### config.mk
export PLATFORM = sky130hd
export DESIGN_NAME = calc_modport_flat
export DESIGN_NICKNAME = d
export VERILOG_FILES = /design/src/rtl/calc_pkg.sv /design/src/rtl/calc_if.sv /design/src/rtl/calc_alu.sv /design/src/rtl/calc_modport.sv /design/src/flat_wrapper.sv
export SDC_FILE = /design/constraint.sdc
export NUM_CORES = 2
export LEC_CHECK = 0
export ABC_AREA = 1
export CAP_MARGIN = 20
export CORE_MARGIN = 1.5
export CORE_UTILIZATION = 55
export DETAILED_ROUTE_END_ITERATION = 6
export PLACE_DENSITY = 0.79
export SLEW_MARGIN = 20
export SYNTH_ARGS = -nofsm -noshare
export SYNTH_HDL_FRONTEND = slang
export SYNTH_SLANG_ARGS = --single-unit
### constraint.sdc
create_clock -name c_clk -period 13.7 [get_ports c_clk]
set_input_delay 2.74 -clock c_clk [delete_from_list [all_inputs] [get_ports c_clk]]
set_output_delay 2.74 -clock c_clk [all_outputs]
set_load 0.01 [all_outputs]
### src/rtl/calc_pkg.sv
// Shared types and constants for the four-port calculator.
// Bit 31 of every data bus here is the externally numbered bit 0 (the MSB).
package calc_pkg;

  localparam int DATA_W    = 32;
  localparam int CMD_W     = 4;
  localparam int RESP_W    = 2;
  localparam int SHAMT_W   = 5;
  localparam int NUM_PORTS = 4;

  typedef logic [DATA_W-1:0] data_t;

  typedef enum logic [CMD_W-1:0] {
    CMD_NOP = 4'd0,
    CMD_ADD = 4'd1,
    CMD_SUB = 4'd2,
    CMD_SHL = 4'd5,
    CMD_SHR = 4'd6
  } cmd_e;

  typedef enum logic [RESP_W-1:0] {
    RESP_NONE = 2'd0,
    RESP_OK   = 2'd1,
    RESP_OVF  = 2'd2,
    RESP_INV  = 2'd3
  } resp_e;

  typedef enum logic {
    ST_IDLE = 1'b0,
    ST_OP2  = 1'b1
  } state_e;

endpackage

### src/rtl/calc_if.sv
// Requester/response bundle for the four calculator ports.
interface calc_if;
  import calc_pkg::*;

  logic [CMD_W-1:0]  req1_cmd_in, req2_cmd_in, req3_cmd_in, req4_cmd_in;
  data_t             req1_data_in, req2_data_in, req3_data_in, req4_data_in;
  logic [RESP_W-1:0] out_resp1, out_resp2, out_resp3, out_resp4;
  data_t             out_data1, out_data2, out_data3, out_data4;

  modport master (
    output req1_cmd_in, req2_cmd_in, req3_cmd_in, req4_cmd_in,
    output req1_data_in, req2_data_in, req3_data_in, req4_data_in,
    input  out_resp1, out_resp2, out_resp3, out_resp4,
    input  out_data1, out_data2, out_data3, out_data4
  );

  modport slave (
    input  req1_cmd_in, req2_cmd_in, req3_cmd_in, req4_cmd_in,
    input  req1_data_in, req2_data_in, req3_data_in, req4_data_in,
    output out_resp1, out_resp2, out_resp3, out_resp4,
    output out_data1, out_data2, out_data3, out_data4
  );
endinterface

### src/rtl/calc_alu.sv
// Combinational unsigned ALU for one calculator port.
module calc_alu
  import calc_pkg::*;
(
  input  logic [CMD_W-1:0]  cmd,
  input  data_t             op1,
  input  data_t             op2,
  output logic [RESP_W-1:0] resp,
  output data_t             data
);

  logic [DATA_W:0] sum;
  assign sum = {1'b0, op1} + {1'b0, op2};

  always_comb begin
    resp = RESP_INV;
    data = '0;
    case (cmd)
      CMD_NOP: resp = RESP_NONE;
      CMD_ADD: begin
        if (sum[DATA_W]) begin
          resp = RESP_OVF;
        end else begin
          resp = RESP_OK;
          data = sum[DATA_W-1:0];
        end
      end
      CMD_SUB: begin
        if (op2 > op1) begin
          resp = RESP_OVF;
        end else begin
          resp = RESP_OK;
          data = op1 - op2;
        end
      end
      CMD_SHL: begin
        resp = RESP_OK;
        data = op1 << op2[SHAMT_W-1:0];
      end
      CMD_SHR: begin
        resp = RESP_OK;
        data = op1 >> op2[SHAMT_W-1:0];
      end
      default: ;
    endcase
  end

endmodule

### src/rtl/calc_modport.sv
// Four independent two-cycle calculator ports (cmd+op1, then op2 -> response).
// Define CALC_SCAN_EN to chain the four op1 registers into a 128-bit scan path.
module calc_modport
  import calc_pkg::*;
(
  input  logic  c_clk,
  input  logic  reset,
  input  logic  a_clk,
  input  logic  b_clk,
  input  logic  scan_in,
  output logic  scan_out,
  calc_if.slave bus
);

  logic [NUM_PORTS-1:0][CMD_W-1:0]  req_cmd;
  logic [NUM_PORTS-1:0][DATA_W-1:0] req_data;

  state_e                           state_q [NUM_PORTS];
  state_e                           state_d [NUM_PORTS];
  logic [NUM_PORTS-1:0][CMD_W-1:0]  cmd_q, cmd_d;
  logic [NUM_PORTS-1:0][DATA_W-1:0] op1_q, op1_d;
  logic [NUM_PORTS-1:0][RESP_W-1:0] out_resp_q, out_resp_d, alu_resp;
  logic [NUM_PORTS-1:0][DATA_W-1:0] out_data_q, out_data_d, alu_data;
  logic                             scan_out_q, scan_out_d;

  assign req_cmd  = {bus.req4_cmd_in,  bus.req3_cmd_in,  bus.req2_cmd_in,  bus.req1_cmd_in};
  assign req_data = {bus.req4_data_in, bus.req3_data_in, bus.req2_data_in, bus.req1_data_in};

  assign bus.out_resp1 = out_resp_q[0];
  assign bus.out_resp2 = out_resp_q[1];
  assign bus.out_resp3 = out_resp_q[2];
  assign bus.out_resp4 = out_resp_q[3];
  assign bus.out_data1 = out_data_q[0];
  assign bus.out_data2 = out_data_q[1];
  assign bus.out_data3 = out_data_q[2];
  assign bus.out_data4 = out_data_q[3];
  assign scan_out      = scan_out_q;

  // op2 is taken straight off the bus during the OP2 cycle.
  for (genvar p = 0; p < NUM_PORTS; p++) begin : g_alu
    calc_alu u_alu (
      .cmd  (cmd_q[p]),
      .op1  (op1_q[p]),
      .op2  (req_data[p]),
      .resp (alu_resp[p]),
      .data (alu_data[p])
    );
  end

`ifndef CALC_SCAN_EN
  logic unused_scan;
  assign unused_scan = a_clk ^ scan_in;
`endif

  always_comb begin
    logic scan_si;
    logic scan_next;
    scan_si    = scan_in;
    scan_next  = scan_in;
    scan_out_d = 1'b0;
    for (int p = 0; p < NUM_PORTS; p++) begin
      state_d[p]    = state_q[p];
      cmd_d[p]      = cmd_q[p];
      op1_d[p]      = op1_q[p];
      out_resp_d[p] = RESP_NONE;
      out_data_d[p] = '0;
      if (b_clk) begin
        out_resp_d[p] = out_resp_q[p];
        out_data_d[p] = out_data_q[p];
      end else begin
        case (state_q[p])
          ST_IDLE: begin
            if (req_cmd[p] != CMD_NOP) begin
              state_d[p] = ST_OP2;
              cmd_d[p]   = req_cmd[p];
              op1_d[p]   = req_data[p];
            end
          end
          ST_OP2: begin
            out_resp_d[p] = alu_resp[p];
            out_data_d[p] = alu_data[p];
            state_d[p]    = ST_IDLE;
          end
          default: state_d[p] = ST_IDLE;
        endcase
      end
`ifdef CALC_SCAN_EN
      // Serial data enters each register at its MSB and leaves at its LSB.
      scan_si   = scan_next;
      scan_next = op1_q[p][0];
      if (a_clk) op1_d[p] = {scan_si, op1_q[p][DATA_W-1:1]};
`endif
    end
`ifdef CALC_SCAN_EN
    scan_out_d = a_clk ? scan_next : scan_out_q;
`endif
  end

  always_ff @(posedge c_clk or posedge reset) begin
    if (reset) begin
      for (int p = 0; p < NUM_PORTS; p++) state_q[p] <= ST_IDLE;
      cmd_q      <= '0;
      op1_q      <= '0;
      out_resp_q <= '0;
      out_data_q <= '0;
      scan_out_q <= 1'b0;
    end else begin
      for (int p = 0; p < NUM_PORTS; p++) state_q[p] <= state_d[p];
      cmd_q      <= cmd_d;
      op1_q      <= op1_d;
      out_resp_q <= out_resp_d;
      out_data_q <= out_data_d;
      scan_out_q <= scan_out_d;
    end
  end

endmodule

### src/flat_wrapper.sv
// flat-port wrapper written by rule: the top's interface ports become plain ports
module calc_modport_flat import calc_pkg::*;
  (c_clk, reset, a_clk, b_clk, scan_in, scan_out, bus_req1_cmd_in, bus_req2_cmd_in, bus_req3_cmd_in, bus_req4_cmd_in, bus_req1_data_in, bus_req2_data_in, bus_req3_data_in, bus_req4_data_in, bus_out_resp1, bus_out_resp2, bus_out_resp3, bus_out_resp4, bus_out_data1, bus_out_data2, bus_out_data3, bus_out_data4);
  calc_if bus_i ();
  input  logic c_clk;
  input  logic reset;
  input  logic a_clk;
  input  logic b_clk;
  input  logic scan_in;
  output logic scan_out;
  input wire logic [$bits(bus_i.req1_cmd_in)-1:0] bus_req1_cmd_in;
  input wire logic [$bits(bus_i.req2_cmd_in)-1:0] bus_req2_cmd_in;
  input wire logic [$bits(bus_i.req3_cmd_in)-1:0] bus_req3_cmd_in;
  input wire logic [$bits(bus_i.req4_cmd_in)-1:0] bus_req4_cmd_in;
  input wire logic [$bits(bus_i.req1_data_in)-1:0] bus_req1_data_in;
  input wire logic [$bits(bus_i.req2_data_in)-1:0] bus_req2_data_in;
  input wire logic [$bits(bus_i.req3_data_in)-1:0] bus_req3_data_in;
  input wire logic [$bits(bus_i.req4_data_in)-1:0] bus_req4_data_in;
  output wire logic [$bits(bus_i.out_resp1)-1:0] bus_out_resp1;
  output wire logic [$bits(bus_i.out_resp2)-1:0] bus_out_resp2;
  output wire logic [$bits(bus_i.out_resp3)-1:0] bus_out_resp3;
  output wire logic [$bits(bus_i.out_resp4)-1:0] bus_out_resp4;
  output wire logic [$bits(bus_i.out_data1)-1:0] bus_out_data1;
  output wire logic [$bits(bus_i.out_data2)-1:0] bus_out_data2;
  output wire logic [$bits(bus_i.out_data3)-1:0] bus_out_data3;
  output wire logic [$bits(bus_i.out_data4)-1:0] bus_out_data4;
  assign bus_i.req1_cmd_in = bus_req1_cmd_in;
  assign bus_i.req2_cmd_in = bus_req2_cmd_in;
  assign bus_i.req3_cmd_in = bus_req3_cmd_in;
  assign bus_i.req4_cmd_in = bus_req4_cmd_in;
  assign bus_i.req1_data_in = bus_req1_data_in;
  assign bus_i.req2_data_in = bus_req2_data_in;
  assign bus_i.req3_data_in = bus_req3_data_in;
  assign bus_i.req4_data_in = bus_req4_data_in;
  assign bus_out_resp1 = bus_i.out_resp1;
  assign bus_out_resp2 = bus_i.out_resp2;
  assign bus_out_resp3 = bus_i.out_resp3;
  assign bus_out_resp4 = bus_i.out_resp4;
  assign bus_out_data1 = bus_i.out_data1;
  assign bus_out_data2 = bus_i.out_data2;
  assign bus_out_data3 = bus_i.out_data3;
  assign bus_out_data4 = bus_i.out_data4;
  calc_modport u_core (.c_clk(c_clk), .reset(reset), .a_clk(a_clk), .b_clk(b_clk), .scan_in(scan_in), .scan_out(scan_out), .bus(bus_i));
endmodule
; After elaboration in Yosys (flattened, before gate mapping)
; Cells that the tools add are included.
[word_totals]
ff_bits = 284
in_bits = 149
out_inout_bits = 137
wordCells = 117
[classes]
add_sub_neg = 8
order_cmp = 4
n_eq_ne = 16
n_shift = 8
muxes = 40
bitwise = 5
n_reduce_logical = 16
[ops]
columns = operator, count
row1 = $pmux W32 S4, 4
row2 = $mux W32, 12
row3 = $add A32 B32 Y33, 4
row4 = $gt A32 B32 Y1, 4
row5 = $shl A32 B5 Y32, 4
row6 = $shr A32 B5 Y32, 4
row7 = $sub A32 B32 Y32, 4
row8 = $eq A4 B3 Y1 const B, 8
row9 = $pmux W2 S4, 4
row10 = $mux W2, 12
row11 = $eq A4 B1 Y1 const B, 4
row12 = $eq A4 B2 Y1 const B, 4
row13 = $logic_not A4 Y1, 4
row14 = $reduce_bool A4 Y1, 4
row15 = $reduce_and A3 Y1, 4
row16 = $pmux W1 S2, 4
row17 = $reduce_or A2 Y1, 4
row18 = $not A1 Y1, 5
row19 = $mux W1, 4

; Logic depth before layout (Yosys ltp)
[depth]
depth_word = 4
mapped_depth = 21
mapped_depth_nobuf = 18

; Hierarchy
; Synthesis repeated with hierarchy kept, for this count alone.
[hier_totals]
cells_unflattened = 8961
area_unflattened_um2 = 47744.5
[modules_own_cells]
columns = module, n_inst, cells_each, area_per_inst_um2, seq_area_each_um2
row1 = calc_alu (u_core.g_alu[1].u_alu ...), 2, 1931, 9090.0, 0.0
row2 = calc_modport, 1, 1239, 11349.6, 7106.8
row3 = calc_alu (u_core.g_alu[3].u_alu), 1, 1934, 9283.9, 0.0
row4 = calc_alu (u_core.g_alu[0].u_alu), 1, 1926, 8931.1, 0.0

; Least setup slack after synthesis
; OpenSTA, ideal clock, no wires.
[synth_path]
path_kind = input port to flip-flop
start = input bus_req1_data_in[3]
end = register u_core.out_data_q (netlist bit u_core.bus.out_data1[18])
setup_ns = 0.117
arrival_time_ns = 5.053
required_ns = 13.583
path_slack_ns = 8.530
stages = 20
path_buffers = 4
path_cell_list = clkbuf_1 > inv_2 > clkbuf_1 > clkbuf_1 > ha_1 > nand2_1 > nand2_1 > o21ai_1 > nand2_1 > nand2_1 > nand2_2 > nand2_1 > nand2_2 > nand2_4 > inv_4 > buf_6 > nand2_1 > nand3_1 > nand2_1 > nand2_1
[synth_between]
elab_chain_len = 4
word_cells_on_any_way = 9
classes_between = add/sub (2) / order compare (1) / shift (2) / mux (4)
[synth_lines]
columns = item, line
row1 = start: declaration, flat_wrapper.sv:15  ; input wire logic [$bits(bus_i.req1_data_in)-1:0] bus_req1_data_in;
row2 = $sub A32 B32 Y32 (tied with other cells), calc_alu.sv:33  ; data = op1 - op2;
row3 = $mux W32 (on tied branches), "calc_alu.sv:29, calc_alu.sv:21"
row4 = $pmux W32 S4 *, calc_alu.sv:18  ; case (cmd)
row5 = $mux W32 *, calc_modport.sv:71  ; case (state_q[p])
row6 = end signal: assignment, calc_modport.sv:112  ; out_data_q <= out_data_d;
row7 = end: declaration, calc_modport.sv:23  ; logic [NUM_PORTS-1:0][DATA_W-1:0] out_data_q, out_data_d, alu_data;
; Mark *: on every way between the ends. The rest lies on a longest branch, timed or not.
; A chain may end at the register's enable or synchronous reset.

; Final worst setup path
[layout_path]
start = input bus_req1_data_in[2]
end = register u_core.out_data_q (netlist bit u_core.bus.out_data1[27])
; Same word-level chain as after synthesis.

==> flow_metrics.py <==
metrics = {
    "global_routing": {
        "grt_pass1_wl_um": 284000,
        "grt.total_usage_pct": 42.0,
        "grt_overflow": 0,
        "grt_max_degree": 107,
        "antenna_found_initial": 4,
        "grt_pass1_vias": 50820,
    },
    "clock_tree": {
        "cts_root_buf": "clkbuf_16",
        "hold_buffers": 0,
        "h-tree-depth": 2,
        "clk_pin_slew_worst_paths_ps": 60,
        "cts_tree": "yes",
        "cts_buffers": 38,
        "clock_latency_ps": 600,
        "clk_path_buf_depth": 3,
        "numClockSinks": 284,
        "post-cts-setup-buffers": 0,
        "cts_resized": 0,
    },
    "setup_path": {
        "crit_path_start_kind": "primary input",
        "critPathRequiredTime_ps": 14220,
        "worst_path_most_repeated_cell": "nand2_1",
        "critical_path_class": "in2reg",
        "reg2regPathDepth": 15,
        "crit_path_top_delay_cell": "nor2_4",
        "cp_max_fo": 64,
        "critPathArrivalTime_ps": 6890,
        "cp-end-kind": "flop",
        "cp_cell_sequence": "buf_2, buf_4, inv_2, buf_4, ha_1, nor2_1, nand2_1, nand2_1, nand2_1, nand2_2, nand2_1, nand2_1, nand2_1, nand2_2, nor2_4, nand3_2, nand3_1, nand2_1, nand2_1",
        "max_stage_delay_ps": 830,
        "worst-path-stages": 19,
        "cp_num_buf_inv": 4,
        "crit_family": "simple AND/OR/NAND/NOR gates",
    },
    "final_layout": {
        "fin_nets": 9253,
        "drive_above_1_share_pct": 2.96,
        "area_growth_pct": 9.03,
        "layout_common_cells": "nand2_1, nand3_1, inv_1",
        "multi_input_area_um2": 32400,
        "fill_cells": 8630,
        "regArea_um2": 7110,
        "final_common_cell": "nand2_1",
    },
    "synth": {
        "seq_area_frac_synth_pct": 15.4,
        "ys_ff_latch": 284,
        "synth-async-reset-ratio_pct": 100,
        "ys_types": 46,
        "syn_inst": 8849,
        "ys.flop_type": "dfrtp_1",
        "yosysWarnings": 0,
        "syn_area_per_cell_um2": 5.21,
        "synth_edf_count": 0,
        "synth_area_um2": 46100,
        "synthesis.nets": 9270,
    },
    "flow_run": {
        "maxCapViolCount": 0,
    },
    "drt": {
        "routed_wl_um": 186000,
        "drc": 7,
        "vias": 56683,
        "drt_pass1_iterations": 7,
        "drtIter0Drc": 6536,
        "post_drt_wl_per_cell_um": 18.7,
        "vias_per_cell": 5.71,
        "ant_nets": 0,
    },
    "sta": {
        "fmax_mhz": 157,
        "slew_viol_final": 0,
        "finalCritPeriodShare_pct": 46.5,
        "hold_viol_final": 0,
        "min_period_ps": 6370,
        "rsz0062_at_grt": "false",
        "timing.hold.ws_ps": 477,
        "finalSetupViolCount": 0,
        "tns_ps": 0,
        "clock_skew_ps": 24.8,
        "max_slew_margin_pct": 28.4,
        "worst_slack_ps": 7330,
        "tightest_slew_ps": 1070,
    },
    "worst_hold_path": {
        "hold_depth": 2,
        "hp-class": "reg2reg",
    },
    "placed_design": {
        "port_buffers": 282,
        "place_congestion": 1.05,
        "post-dp-hpwl_um": 147000,
        "place_ws_ps": 6940,
    },
    "floorplanning": {
        "fp.dieH_um": 292,
        "ios": 286,
        "die_width_um": 292,
        "dieArea_um2": 85500,
        "rows": 105,
        "start_util_pct": 55.8,
        "coreArea_um2": 82500,
    },
    "status": {
        "violations": "DRC",
        "status": "complete, but fails checks",
    },
    "power_and_ir_drop": {
        "leakage_nw": 29.3,
        "p_per_area_nw_per_um2": 120,
        "ir_drop_v": 0.0000942,
    },
}
==> flip-flops by register name, indices dropped and copies added (netlist names) <==
name / count
u_core.op1_q: 128
u_core.bus.out_data4: 32
u_core.bus.out_resp2: 2
u_core.bus.out_resp4: 2
u_core.bus.out_resp3: 2
u_core.bus.out_resp1: 2
u_core.state_q: 4
u_core.bus.out_data2: 32
u_core.cmd_q: 16
u_core.bus.out_data1: 32
u_core.bus.out_data3: 32
==> tightest hold or removal path, delay by kind of cell, from the launching register on <==
kind          cells  cell delay, ps
flops             1             340
simple gates      2             100
==> cell usage after synthesis, drive strengths merged (29+ instances only) <==
master  count  share of area [%]
nor3       35               0.38
and2       29               0.39
a21oi     291                3.2
inv      1259                 10
xor2       77                1.5
clkbuf    183                1.5
nand3    1282                 14
dfrtp     284                 15
nand2    3508                 29
nor2      857                7.1
buf       215                2.4
o21ai     257                2.8
o211ai     76                1.2
nand4     106                1.4
ha        264                7.2
==> cell families (layout without fill, tap and decap cells) <==
group | count (synthesis) | count (layout) | synth area share (%)
fa+ha+maj | 272 | 272 | 7.52
compound gates | 691 | 691 | 8.35
simple gates | 5860 | 5860 | 52.9
flops | 284 | 284 | 15.4
buf+inv | 1662 | 1674 | 14.3
xor+xnor | 79 | 79 | 1.50
other cells | 1 | 3 | 0.00814
==> layout make-up <==
cell class / instances / share of cell area, %
Multi-Input combinational cell: 6903 / 64.6
Sequential cell: 284 / 14.2
Inverter: 1264 / 9.47
Timing Repair Buffer: 341 / 6.39
Tap cell: 1070 / 2.67
Clock buffer: 48 / 2.16
Clock inverter: 21 / 0.566
Antenna cell: 2 / 0.00997
==> where the power goes <==
| group | switching, mW | internal, mW | total (mW) |
|---|---|---|---|
| logic | 2.53 | 1.11 | 3.64 |
| clock network | 0.452 | 0.676 | 1.13 |
| registers | 0.262 | 0.979 | 1.24 |
| total | 3.24 | 2.76 | 6.01 |
==> metal layers <==
layer  wire [µm]  part of all wire (%)  vias up  global-route usage [%]
met3       20500                    11      561                    8.43
met4       11400                   6.2        6                    22.0
li1            -                     -    27586                       -
met2       78800                    42     3078                    64.8
met5         203                  0.11        -                       0
met1       74900                    40    25452                    55.3
==> metrics by stage <==
| stage | total power [mW] | instances | utilization [%] | instance area [µm²] |
|---|---|---|---|---|
| floorplan | 3.63 | 8849 | - | 46100 |
| CTS | 5.89 | 9931 | 60.9 | 50200 |
| global route | 6.42 | 9932 | 60.9 | 50200 |
| finish | 6.01 | 9933 | 60.9 | 50200 |
| global placement | 4.70 | 9862 | 59.2 | 48800 |
| detailed placement | 4.74 | 9862 | 59.2 | 48800 |
==> path summary, 6_finish.rpt <==
check                                              start                       end  slack [ps]
worst max-delay path                 bus_req1_data_in[2]  u_core.bus.out_data1[27]        7330
worst min-delay path            u_core.bus.out_data4[17]  u_core.bus.out_data4[17]         480
worst max register to register          u_core.op1_q[17]  u_core.bus.out_data1[27]        9790
worst min register to register  u_core.bus.out_data4[17]  u_core.bus.out_data4[17]         480
max in group asynchronous                          reset         u_core.op1_q[115]        8720
min in group asynchronous                          reset           u_core.cmd_q[0]        2710
(Power assumes the default switching activity.)
